==> src/rtl/seven_seg_bank_if.sv <==
// seven_seg_bank_if: user-I/O side bus of the seven-segment bank
interface seven_seg_bank_if #(
  parameter int NUM_DIGITS = 6
);
  logic                    iBtn;
  logic [1:0]              iMode;
  logic                    iLoad;
  logic [3:0]              iNum;
  logic [7*NUM_DIGITS-1:0] oHex;
  logic [NUM_DIGITS-1:0]   oHex_en;
  logic                    oBtnPulse;
  logic                    oAllDisabled;
  logic                    oAllEnabled;
  modport master (
    output iBtn, iMode, iLoad, iNum,
    input  oHex, oHex_en, oBtnPulse, oAllDisabled, oAllEnabled
  );
  modport slave (
    input  iBtn, iMode, iLoad, iNum,
    output oHex, oHex_en, oBtnPulse, oAllDisabled, oAllEnabled
  );
endinterface

==> src/rtl/seven_seg_bank.sv <==
// seven_seg_bank: N-digit hex seven-segment bank with a debounced button editing the enable mask
module seven_seg_bank #(
  parameter int NUM_DIGITS      = 6,
  parameter int DEBOUNCE_CYCLES = 4,
  parameter int SEG_ACTIVE_LOW  = 1,
  parameter int BLANK_DISABLED  = 1
) (
  input logic             iClk,
  input logic             iRst_n,
  seven_seg_bank_if.slave bus
);
  localparam int CW = DEBOUNCE_CYCLES > 1 ? $clog2(DEBOUNCE_CYCLES) : 1;
  localparam logic [CW-1:0] CNT_LAST = CW'(DEBOUNCE_CYCLES - 1);
  localparam logic [6:0] INV = SEG_ACTIVE_LOW != 0 ? 7'h7F : 7'h00;
  localparam logic [16*7-1:0] SEG_LUT = {
    7'h71, 7'h79, 7'h5E, 7'h39, 7'h7C, 7'h77, 7'h6F, 7'h7F,
    7'h07, 7'h7D, 7'h6D, 7'h66, 7'h4F, 7'h5B, 7'h06, 7'h3F
  };
  logic [1:0]                 sync_q;
  logic                       s2;
  logic [CW-1:0]              cnt_q, cnt_d;
  logic                       deb_q, deb_d, deb_prev_q, pulse_q;
  logic [NUM_DIGITS-1:0]      mask_q, mask_d;
  logic [NUM_DIGITS-1:0][3:0] dig_q, dig_d;
  logic [7*NUM_DIGITS-1:0]    hex;
  function automatic logic [6:0] seg7(input logic [3:0] v);
    return SEG_LUT[7*int'(v) +: 7] ^ INV;
  endfunction
  assign s2 = sync_q[1];
  always_comb begin
    cnt_d = ((s2 == deb_q) || (cnt_q == CNT_LAST)) ? '0 : cnt_q + 1'b1;
    deb_d = ((s2 != deb_q) && (cnt_q == CNT_LAST)) ? s2 : deb_q;
    mask_d = !pulse_q             ? mask_q :
             bus.iMode == 2'b00   ? {1'b0, mask_q[NUM_DIGITS-1:1]} :
             bus.iMode == 2'b01   ? {mask_q[NUM_DIGITS-2:0], 1'b1} :
             bus.iMode == 2'b11   ? mask_q :
             mask_q == '0         ? {{(NUM_DIGITS-1){1'b0}}, 1'b1} :
             {mask_q[NUM_DIGITS-2:0], mask_q[NUM_DIGITS-1]};
    dig_d = dig_q;
    for (int k = 0; k < NUM_DIGITS; k++)
      if (bus.iLoad && mask_q[k]) dig_d[k] = bus.iNum;
  end
  always_ff @(posedge iClk or negedge iRst_n) begin
    if (!iRst_n) begin
      sync_q     <= '0;
      cnt_q      <= '0;
      deb_q      <= 1'b0;
      deb_prev_q <= 1'b0;
      pulse_q    <= 1'b0;
      mask_q     <= '1;
      dig_q      <= '0;
    end else begin
      sync_q     <= {sync_q[0], bus.iBtn};
      cnt_q      <= cnt_d;
      deb_q      <= deb_d;
      deb_prev_q <= deb_q;
      pulse_q    <= deb_q & ~deb_prev_q;
      mask_q     <= mask_d;
      dig_q      <= dig_d;
    end
  end
  always_comb begin
    hex = '0;
    for (int k = 0; k < NUM_DIGITS; k++)
      hex[7*k +: 7] = (mask_q[k] || BLANK_DISABLED == 0) ? seg7(dig_q[k]) : INV;
  end
  assign bus.oHex         = hex;
  assign bus.oHex_en      = mask_q;
  assign bus.oBtnPulse    = pulse_q;
  assign bus.oAllDisabled = mask_q == '0;
  assign bus.oAllEnabled  = &mask_q;
endmodule

==> src/flat_wrapper.sv <==
// flat-port wrapper written by rule: the top's interface ports become plain ports
module seven_seg_bank_flat 
#(
  parameter int NUM_DIGITS      = 6,
  parameter int DEBOUNCE_CYCLES = 4,
  parameter int SEG_ACTIVE_LOW  = 1,
  parameter int BLANK_DISABLED  = 1
)
  (iClk, iRst_n, bus_iBtn, bus_iMode, bus_iLoad, bus_iNum, bus_oHex, bus_oHex_en, bus_oBtnPulse, bus_oAllDisabled, bus_oAllEnabled);
  seven_seg_bank_if #(.NUM_DIGITS(NUM_DIGITS)) bus_i ();
  input logic iClk;
  input logic iRst_n;
  input wire logic [$bits(bus_i.iBtn)-1:0] bus_iBtn;
  input wire logic [$bits(bus_i.iMode)-1:0] bus_iMode;
  input wire logic [$bits(bus_i.iLoad)-1:0] bus_iLoad;
  input wire logic [$bits(bus_i.iNum)-1:0] bus_iNum;
  output wire logic [$bits(bus_i.oHex)-1:0] bus_oHex;
  output wire logic [$bits(bus_i.oHex_en)-1:0] bus_oHex_en;
  output wire logic [$bits(bus_i.oBtnPulse)-1:0] bus_oBtnPulse;
  output wire logic [$bits(bus_i.oAllDisabled)-1:0] bus_oAllDisabled;
  output wire logic [$bits(bus_i.oAllEnabled)-1:0] bus_oAllEnabled;
  assign bus_i.iBtn = bus_iBtn;
  assign bus_i.iMode = bus_iMode;
  assign bus_i.iLoad = bus_iLoad;
  assign bus_i.iNum = bus_iNum;
  assign bus_oHex = bus_i.oHex;
  assign bus_oHex_en = bus_i.oHex_en;
  assign bus_oBtnPulse = bus_i.oBtnPulse;
  assign bus_oAllDisabled = bus_i.oAllDisabled;
  assign bus_oAllEnabled = bus_i.oAllEnabled;
  seven_seg_bank #(.NUM_DIGITS(NUM_DIGITS), .DEBOUNCE_CYCLES(DEBOUNCE_CYCLES), .SEG_ACTIVE_LOW(SEG_ACTIVE_LOW), .BLANK_DISABLED(BLANK_DISABLED)) u_core (.iClk(iClk), .iRst_n(iRst_n), .bus(bus_i));
endmodule
==> config.mk <==
export PLATFORM = sky130hd
export DESIGN_NAME = seven_seg_bank_flat
export DESIGN_NICKNAME = d
export VERILOG_FILES = /design/src/rtl/seven_seg_bank_if.sv /design/src/rtl/seven_seg_bank.sv /design/src/flat_wrapper.sv
export SDC_FILE = /design/constraint.sdc
export NUM_CORES = 1
export LEC_CHECK = 0
export ABC_AREA = 1
export BUFFER_PORTS_ARGS = -buffer_cell sky130_fd_sc_hd__buf_4
export CAP_MARGIN = 20
export CORE_UTILIZATION = 33
export DETAILED_ROUTE_END_ITERATION = 12
export HOLD_SLACK_MARGIN = 0.03
export PLACE_DENSITY = 0.52
export SYNTH_ARGS = -nofsm -noshare
export SYNTH_HDL_FRONTEND = slang
export SYNTH_SLANG_ARGS = --single-unit
==> constraint.sdc <==
create_clock -name iClk -period 1.7 [get_ports iClk]
set_clock_uncertainty 0.2 [all_clocks]
set_input_delay 0.255 -clock iClk [delete_from_list [all_inputs] [get_ports iClk]]
set_output_delay 0.255 -clock iClk [all_outputs]
set_load 0.1 [all_outputs]
==> results.toml, run 1 <==
[setup_path]
worstSetupStartpointType = "flop"
arrival_ns = 1.62
critPathKind = "reg -> out"
cp_max_fo = 4
required_ns = 1.24
slowest_delay_ns = 0.44
reg2reg_depth = 4
end_kind = "output pin"
path_cells = "inv_4 -> buf_12 -> ha_4 -> o21ai_1 -> nand2_1 -> nand3_4 -> buf_12"
worstReg2RegStart = "u_core.bus.oHex_en[2]$_DFFE_PN1P_"
cp_common_cell = "buf_12"
rrSetupSlack_ns = 0.26
r2r-end = "u_core.dig_q[10]$_DFFE_PN0P_"
slowest_stage = "dfrtp_2"

[floorplanning]
dieHeight_um = 96.9
initial_core_util = 0.341
dieArea_mm2 = 0.00939
core-area_mm2 = 0.00872
row_count = 34
fp.dieW_um = 96.9
io_pins = 61

[route]
drt_iter0_drc = 100
vias_per_cell = 4.86
num_vias = 3247
wl_per_cell_um = 13.4
postRouteAntennaNets = 0
wl_um = 8950
firstDrtPassIters = 4
drcViolationCount = 0

[hold_path]
whs_endpoint = "u_core.bus.oHex_en[0]$_DFFE_PN1P_"
worstHoldPathCells = 6
hp-class = "in -> reg"
hp-start = "bus_iMode[1]"

[sta]
timing.final.ws_setup_ns = -0.371
relSlewSlack = 0.670
hold_viol_final = 0
slew_viol_final = 0
fmax_mhz = 483
rsz0062_at_grt = "yes"
tightestPinTransition_ns = 0.493
finalSetupViolations = 49
min_period_ns = 2.07
post-route-period-util = 1.22

[global_routing]
grt_pass1_wl_um = 15200
track_usage = 0.193
overflow = 0
grt_max_degree = 38
antenna_found_initial = 0
grt_pass1_vias = 3222

[placement]
place_congestion = 0.852
pre_cts_ws_ns = -0.206
placed_area_mm2 = 0.00452
numPortBuffers = 60
dp_hpwl_um = 5840

[cells_and_area]
nets = 606
multiInputGateArea_mm2 = 0.00281
drive_above_1_share = 0.582
finalInstanceArea_mm2 = 0.00617
nFillCells = 642
syn2layout_area_growth_pct = 108
diodes = 0
seq_area_um2 = 970
postLayoutCoreUtil = 0.707

[clock_tree]
numCtsBuffers = 5
clk_latency_ns = 0.28
cts.sinks = 37
cts-root-buf = "clkbuf_8"
tritoncts = "done"
h-tree-depth = 2
cts_buffer_depth = 2
clk_pin_slew_ns = 0.07

[run_status]
violations = "negative setup slack"
status = "complete, but fails checks"

[synth]
syn-instance-count = 412
synth_area_mm2 = 0.00297
synth-seq-cells = 37
synth_cell_types = 18
syn_area_per_cell_um2 = 7.22
ys_seq_area_frac = 0.314
ys_warn_count = 0
syn_nets = 459

[job]
drv_cap = 0
==> layout by cell type (no fill, tap or decap), types with 4 or more instances in the layout <==
master	count
a21oi_2	4
buf_12	43
buf_4	55
buf_6	49
buf_8	5
clkbuf_8	5
dfrtp_1	20
dfrtp_2	11
dfstp_4	6
ha_1	4
ha_2	4
ha_4	29
inv_1	21
inv_2	15
inv_4	12
nand2_1	83
nand2_2	14
nand2_4	10
nand3_1	15
nand3_2	9
nand3_4	29
nand4_1	4
nor2_1	12
o211ai_1	22
o21ai_0	35
o21ai_1	12
o21ai_2	7
==> worst max-delay path, delay by kind of cell, from the launching register on <==
kind,cells,cell delay [ns]
AO/OA/AOI/OAI,1,0.11
buffers and inverters,3,0.36
adder cells (fa/ha/maj),1,0.24
flip-flops,1,0.44
AND/OR/NAND/NOR,2,0.17
==> cell families (layout without fill, tap and decap cells) <==
| logic type | count (synthesis) | after routing | synth area share |
|---|---|---|---|
| and+or+nand+nor | 186 | 186 | 0.264 |
| buffers and inverters | 65 | 213 | 0.100 |
| adders and majority gates | 37 | 37 | 0.156 |
| AOI/OAI and AO/OA | 87 | 87 | 0.166 |
| DFF | 37 | 37 | 0.314 |
==> timing repair <==
| action | 4_1_cts | 5_1_grt |
|---|---|---|
| cloned | 1 | 0 |
| buffers inserted | 13 | 13 |
| endpoints found under the hold margin | 32 | 0 |
| pin swaps | 66 | 42 |
| setup endpoints to repair | 50 | 50 |
| gates resized for setup | 263 | 66 |
| hold buffers | 2 | 0 |
==> sequential cells by signal, summed over array words and instances, names as in the netlist <==
name / count
u_core.cnt_q: 2
u_core.bus.oBtnPulse: 1
u_core.bus.oHex_en: 6
u_core.sync_q: 2
u_core.deb_prev_q: 1
u_core.deb_q: 1
u_core.dig_q: 24
==> final cells by class <==
type                            count  share of cell area
Multi-Input combinational cell    310               0.455
Timing Repair Buffer              155               0.316
Sequential cell                    37               0.157
Inverter                           50              0.0369
Tap cell                          108              0.0219
Clock buffer                        6              0.0118
Clock inverter                      2             0.00162
==> how the worst max path moves through the flow <==
stage	endpoint	start	slack (ns)
final	bus_oHex[10]	u_core.dig_q[4]$_DFFE_PN0P_	-0.37
after floorplan	bus_oHex[11]	u_core.dig_q[5]$_DFFE_PN0P_	-0.96
after CTS	bus_oHex[18]	u_core.dig_q[9]$_DFFE_PN0P_	-0.36
after global placement	bus_oHex[35]	u_core.dig_q[20]$_DFFE_PN0P_	-0.16
after global routing	bus_oHex[18]	u_core.dig_q[9]$_DFFE_PN0P_	-0.44
after detailed placement	bus_oHex[35]	u_core.dig_q[20]$_DFFE_PN0P_	-0.21
==> synth_stat cells, drive strengths merged <==
| cell | n | share of area |
|---|---|---|
| nand2 | 110 | 0.14 |
| o21ai | 56 | 0.094 |
| nand3 | 53 | 0.089 |
| inv | 50 | 0.063 |
| ha | 37 | 0.16 |
| dfrtp | 31 | 0.26 |
| o211ai | 22 | 0.056 |
| nor2 | 18 | 0.024 |
| buf | 15 | 0.037 |
| a21oi | 7 | 0.012 |
| dfstp | 6 | 0.053 |
| nand4 | 4 | 0.0084 |
| a31oi | 2 | 0.0042 |
| nor3 | 1 | 0.0017 |
==> through the flow <==
| step | setup TNS, ns | instances | hold slack [ns] |
|---|---|---|---|
| after global routing | -15.89 | 668 | 0.171 |
| after global placement | -3.41 | 633 | 0.0408 |
| after detailed placement | -3.68 | 633 | 0.0493 |
| final | -12.59 | 668 | 0.150 |
| after floorplan | -14.83 | 412 | -0.241 |
| after CTS | -12.86 | 657 | 0.148 |
==> metal layers <==
| metal | wire, um | track usage |
|---|---|---|
| met3 | 269 | 0.0238 |
| met2 | 4730 | 0.336 |
| met5 | 0 | 0 |
| met1 | 3880 | 0.257 |
| met4 | 65 | 0.0379 |
Power of run 1 is not shown: default switching activity piles up to over one toggle a cycle in this logic, so the estimate is an artifact.
==> run 2, diff against run 1 <==
--- a/config.mk
+++ b/config.mk
@@ -11,7 +11,7 @@
 export CORE_UTILIZATION = 33
 export DETAILED_ROUTE_END_ITERATION = 12
 export HOLD_SLACK_MARGIN = 0.03
-export PLACE_DENSITY = 0.52
+export PLACE_DENSITY = 0.54
 export SYNTH_ARGS = -nofsm -noshare
 export SYNTH_HDL_FRONTEND = slang
 export SYNTH_SLANG_ARGS = --single-unit
==> constraint.sdc (replaced) <==
create_clock -name iClk -period 1.9 [get_ports iClk]
set_clock_uncertainty 0.2 [all_clocks]
set_input_delay 0.285 -clock iClk [delete_from_list [all_inputs] [get_ports iClk]]
set_output_delay 0.285 -clock iClk [all_outputs]
set_load 0.1 [all_outputs]
==> results.toml, run 2 (synthesis gave the netlist of run 1 again) <==
[setup_path]
arrival_ns = 1.61
worstSetupStartpointType = "flop"
critPathKind = "reg -> out"
rrSetupSlack_ns = 0.39
required_ns = 1.41
cp_max_fo = 4
end_kind = "output pin"

[job]
drv_cap = 0

[sta]
min_period_ns = 2.10
tightestPinTransition_ns = 0.461
fmax_mhz = 477
hold_viol_final = 0
relSlewSlack = 0.693
timing.final.ws_setup_ns = -0.198
whs_ns = 0.152
post-route-period-util = 1.10
slew_viol_final = 0
rsz0062_at_grt = "yes"
finalSetupViolations = 43

[placement]
numPortBuffers = 60
place_congestion = 0.813
dp_hpwl_um = 5540

[global_routing]
grt_pass1_wl_um = 14200
antenna_found_initial = 0
busiest_layer = "met2"
grt_pass1_vias = 3000
grtUsageMet2 = 0.315
overflow = 0
grt_use_met3 = 0.0224
use_met1 = 0.239
grt_max_degree = 38
track_usage = 0.179

[cells_and_area]
syn2layout_area_growth_pct = 86.6
regMostFlops = "u_core.dig_q"
diodes = 0
largest_reg_flops = 24
drive_above_1_share = 0.545
nFillCells = 690
final_cell_mix = "nand2_1, buf_6, buf_4"
final_common_cell = "nand2_1"
nets = 569

[run_status]
violations = "negative setup slack"
status = "complete, but fails checks"

[route]
vias_per_cell = 5.06
firstDrtPassIters = 4
wl_per_cell_um = 14.3
drcViolationCount = 0
num_vias = 3191
postRouteAntennaNets = 0
drt_iter0_drc = 132
wl_um = 9040

[clock_tree]
numCtsBuffers = 5
clk_pin_slew_ns = 0.07
clk_latency_ns = 0.28
cts-root-buf = "clkbuf_8"
cts_buffer_depth = 2
tritoncts = "done"
h-tree-depth = 2
cts.sinks = 37

[floorplanning]
io_pins = 61
row_count = 34
initial_core_util = 0.341
dieHeight_um = 96.9
core-area_mm2 = 0.00872
dieArea_mm2 = 0.00939
fp.dieW_um = 96.9

[hold_path]
hp-class = "reg -> reg"
run 2: metal layers:
metal	routed length (um)	vias to the layer above
li1	-	1588
met5	0	-
met2	4770	72
met4	97	0
met1	3890	1521
met3	278	10
run 2: path summary, 6_finish.rpt:
kind | start | endpoint | depth (start not counted)
max in group asynchronous | iRst_n | u_core.dig_q[4]$_DFFE_PN0P_ | 2
min | u_core.sync_q[0]$_DFF_PN0_ | u_core.sync_q[1]$_DFF_PN0_ | 0
min reg2reg | u_core.sync_q[0]$_DFF_PN0_ | u_core.sync_q[1]$_DFF_PN0_ | 0
max reg2reg | u_core.bus.oHex_en[3]$_DFFE_PN1P_ | u_core.dig_q[14]$_DFFE_PN0P_ | 4
max | u_core.dig_q[0]$_DFFE_PN0P_ | bus_oHex[3] | 7
min in group asynchronous | iRst_n | u_core.dig_q[21]$_DFFE_PN0P_ | 2
run 2: cell type report:
type                       count  area [um^2]  area share
timing repair buffer         118         1460       0.264
inverter                      50          231      0.0417
clock buffer                   8         90.1      0.0162
sequential                    37          977       0.176
multi-input combinational    310         2650       0.478
tap                          108          135      0.0244
run 2: critical path, cell delays in order (launching register included):
cell,delay (ns)
dfrtp_2,0.43
inv_4,0.06
buf_12,0.12
ha_4,0.23
a21oi_1,0.15
o21ai_2,0.09
nand3_4,0.07
buf_12,0.17
run 2: stage by stage:
step	worst slack [ns]	area, um^2	utilization	std cells	setup TNS [ns]
6_report	-0.198	5550	0.636	631	-4.97
5_1_grt	-0.271	5550	0.636	631	-7.74
4_1_cts	-0.194	4990	0.572	614	-4.42
3_5_place_dp	-0.0201	4010	0.460	590	-0.0535
3_3_place_gp	0.0195	4010	0.460	590	0
2_1_floorplan	-0.786	3370	-	412	-11.24
run 2: timing repair:
action                                  in CTS  in global routing
resized for setup                          190                106
setup buffers                               14                 18
endpoints found under the setup margin      49                 45
pin swaps                                   42                 44
hold endpoints to repair                    32                  0
hold buffers                                 2                  0
Power of run 2 is left out for the same reason.
==> run 3, diff against run 2 <==
--- a/config.mk
+++ b/config.mk
@@ -11,7 +11,6 @@
 export CORE_UTILIZATION = 33
 export DETAILED_ROUTE_END_ITERATION = 12
 export HOLD_SLACK_MARGIN = 0.03
-export PLACE_DENSITY = 0.54
 export SYNTH_ARGS = -nofsm -noshare
 export SYNTH_HDL_FRONTEND = slang
 export SYNTH_SLANG_ARGS = --single-unit
==> results.toml, run 3 (synthesis gave the netlist of run 1 again) <==
[clock_tree]
numCtsBuffers = 5
h-tree-depth = 2
cts_buffer_depth = 2
cts.sinks = 37
clk_latency_ns = 0.29
clk_pin_slew_ns = 0.07
tritoncts = "done"
cts-root-buf = "clkbuf_8"

[setup_path]
cp_max_fo = 3
end_kind = "output pin"
worstReg2RegStart = "u_core.bus.oHex_en[4]$_DFFE_PN1P_"
critPathKind = "reg -> out"
arrival_ns = 1.61
crit_start = "u_core.dig_q[20]$_DFFE_PN0P_"
required_ns = 1.41
worstSetupStartpointType = "flop"

[route]
vias_per_cell = 5.02
drt_iter0_drc = 116
drcViolationCount = 0
wl_per_cell_um = 14.1
wl_met3_um = 306
wl_um = 9020
num_vias = 3200
route.met2.wl_um = 4650
postRouteAntennaNets = 0
firstDrtPassIters = 4
met1_length_um = 3940
top_layer = "met4"

[cells_and_area]
final_cell_mix = "nand2_1, buf_4, buf_6"
final_common_cell = "nand2_1"
instances_no_fill = 638
regMostFlops = "u_core.dig_q"
drive_above_1_share = 0.574
nFillCells = 701
nets = 576
diodes = 0
syn2layout_area_growth_pct = 90.2
largest_reg_flops = 24
finalInstanceArea_mm2 = 0.00566

[floorplanning]
dieHeight_um = 96.9
initial_core_util = 0.341
dieArea_mm2 = 0.00939
row_count = 34
core-area_mm2 = 0.00872
io_pins = 61
fp.dieW_um = 96.9

[sta]
timing.final.ws_setup_ns = -0.200
min_period_ns = 2.10
slew_viol_final = 0
finalSetupViolations = 43
fmax_mhz = 476
rsz0062_at_grt = "yes"
tightestPinTransition_ns = 0.476
relSlewSlack = 0.683
post-route-period-util = 1.11
hold_viol_final = 0

[run_status]
status = "complete, but fails checks"
violations = "negative setup slack"

[placement]
placed_cells = 589
numPortBuffers = 60
dp_hpwl_um = 5580
pre_cts_ws_ns = -0.0427
placed_area_mm2 = 0.00400
place_congestion = 0.851

[hold_path]
hp-class = "reg -> reg"
hp-start = "u_core.sync_q[0]$_DFF_PN0_"

[job]
drv_cap = 0

[global_routing]
grt_max_degree = 38
antenna_found_initial = 0
grt_pass1_wl_um = 14200
track_usage = 0.179
overflow = 0
grt_pass1_vias = 3005
run 3: cell types whose count changed in the layout (fill, tap and decap cells not counted), sizes merged:
cell	change
buf	+7
bufinv	+1
clkbuf	-1
clkinv	-1
inv	+1
run 3: per-layer routing:
metal / up-vias / GRT usage
met5: - / 0
met3: 14 / 0.0289
met1: 1497 / 0.238
met2: 81 / 0.300
met4: 0 / 0.0528
li1: 1608 / -
run 3: stage by stage:
stage	util	TNS, ns	hold slack, ns
6_report	0.648	-5.23	0.152
5_1_grt	0.648	-8.09	0.167
4_1_cts	0.576	-4.84	0.154
3_5_place_dp	0.459	-0.0779	0.0761
3_3_place_gp	0.459	0	0.0715
2_1_floorplan	-	-11.24	-0.211
run 3: what timing repair did:
| action | 4_1_cts | 5_1_grt |
|---|---|---|
| hold buffers | 2 | 0 |
| pin swaps | 52 | 40 |
| setup endpoints to repair | 47 | 47 |
| endpoints found under the hold margin | 32 | 0 |
| gates resized for setup | 203 | 106 |
| setup buffers | 11 | 29 |
run 3: critical path, stage by stage, from the launching register on:
cell and delay (ns):
dfrtp_1 0.42, buf_6 0.14, ha_4 0.14, nand2_2 0.06, o21ai_1 0.08, nand2_1 0.09
o211ai_1 0.13, buf_6 0.26
run 3: final timing paths:
check	cells after the start	slack, ns	to
hold / removal	0	0.15	u_core.sync_q[1]$_DFF_PN0_
setup reg to reg	5	0.38	u_core.dig_q[17]$_DFFE_PN0P_
max in group asynchronous	2	0.84	u_core.dig_q[10]$_DFFE_PN0P_
hold reg to reg	0	0.15	u_core.sync_q[1]$_DFF_PN0_
setup / recovery	7	-0.20	bus_oHex[41]
min in group asynchronous	2	0.30	u_core.dig_q[11]$_DFFE_PN0P_
run 3: cell type report:
type | instances | area, um^2 | share of cell area
flip-flops and latches | 37 | 976 | 0.173
clock buffers | 7 | 86.3 | 0.0153
multi-input cells | 310 | 2700 | 0.477
repair buffers | 125 | 1500 | 0.266
clock inverters | 1 | 30.0 | 0.00531
inverters | 50 | 229 | 0.0405
well taps | 108 | 135 | 0.0239
Power of run 3 is left out for the same reason.
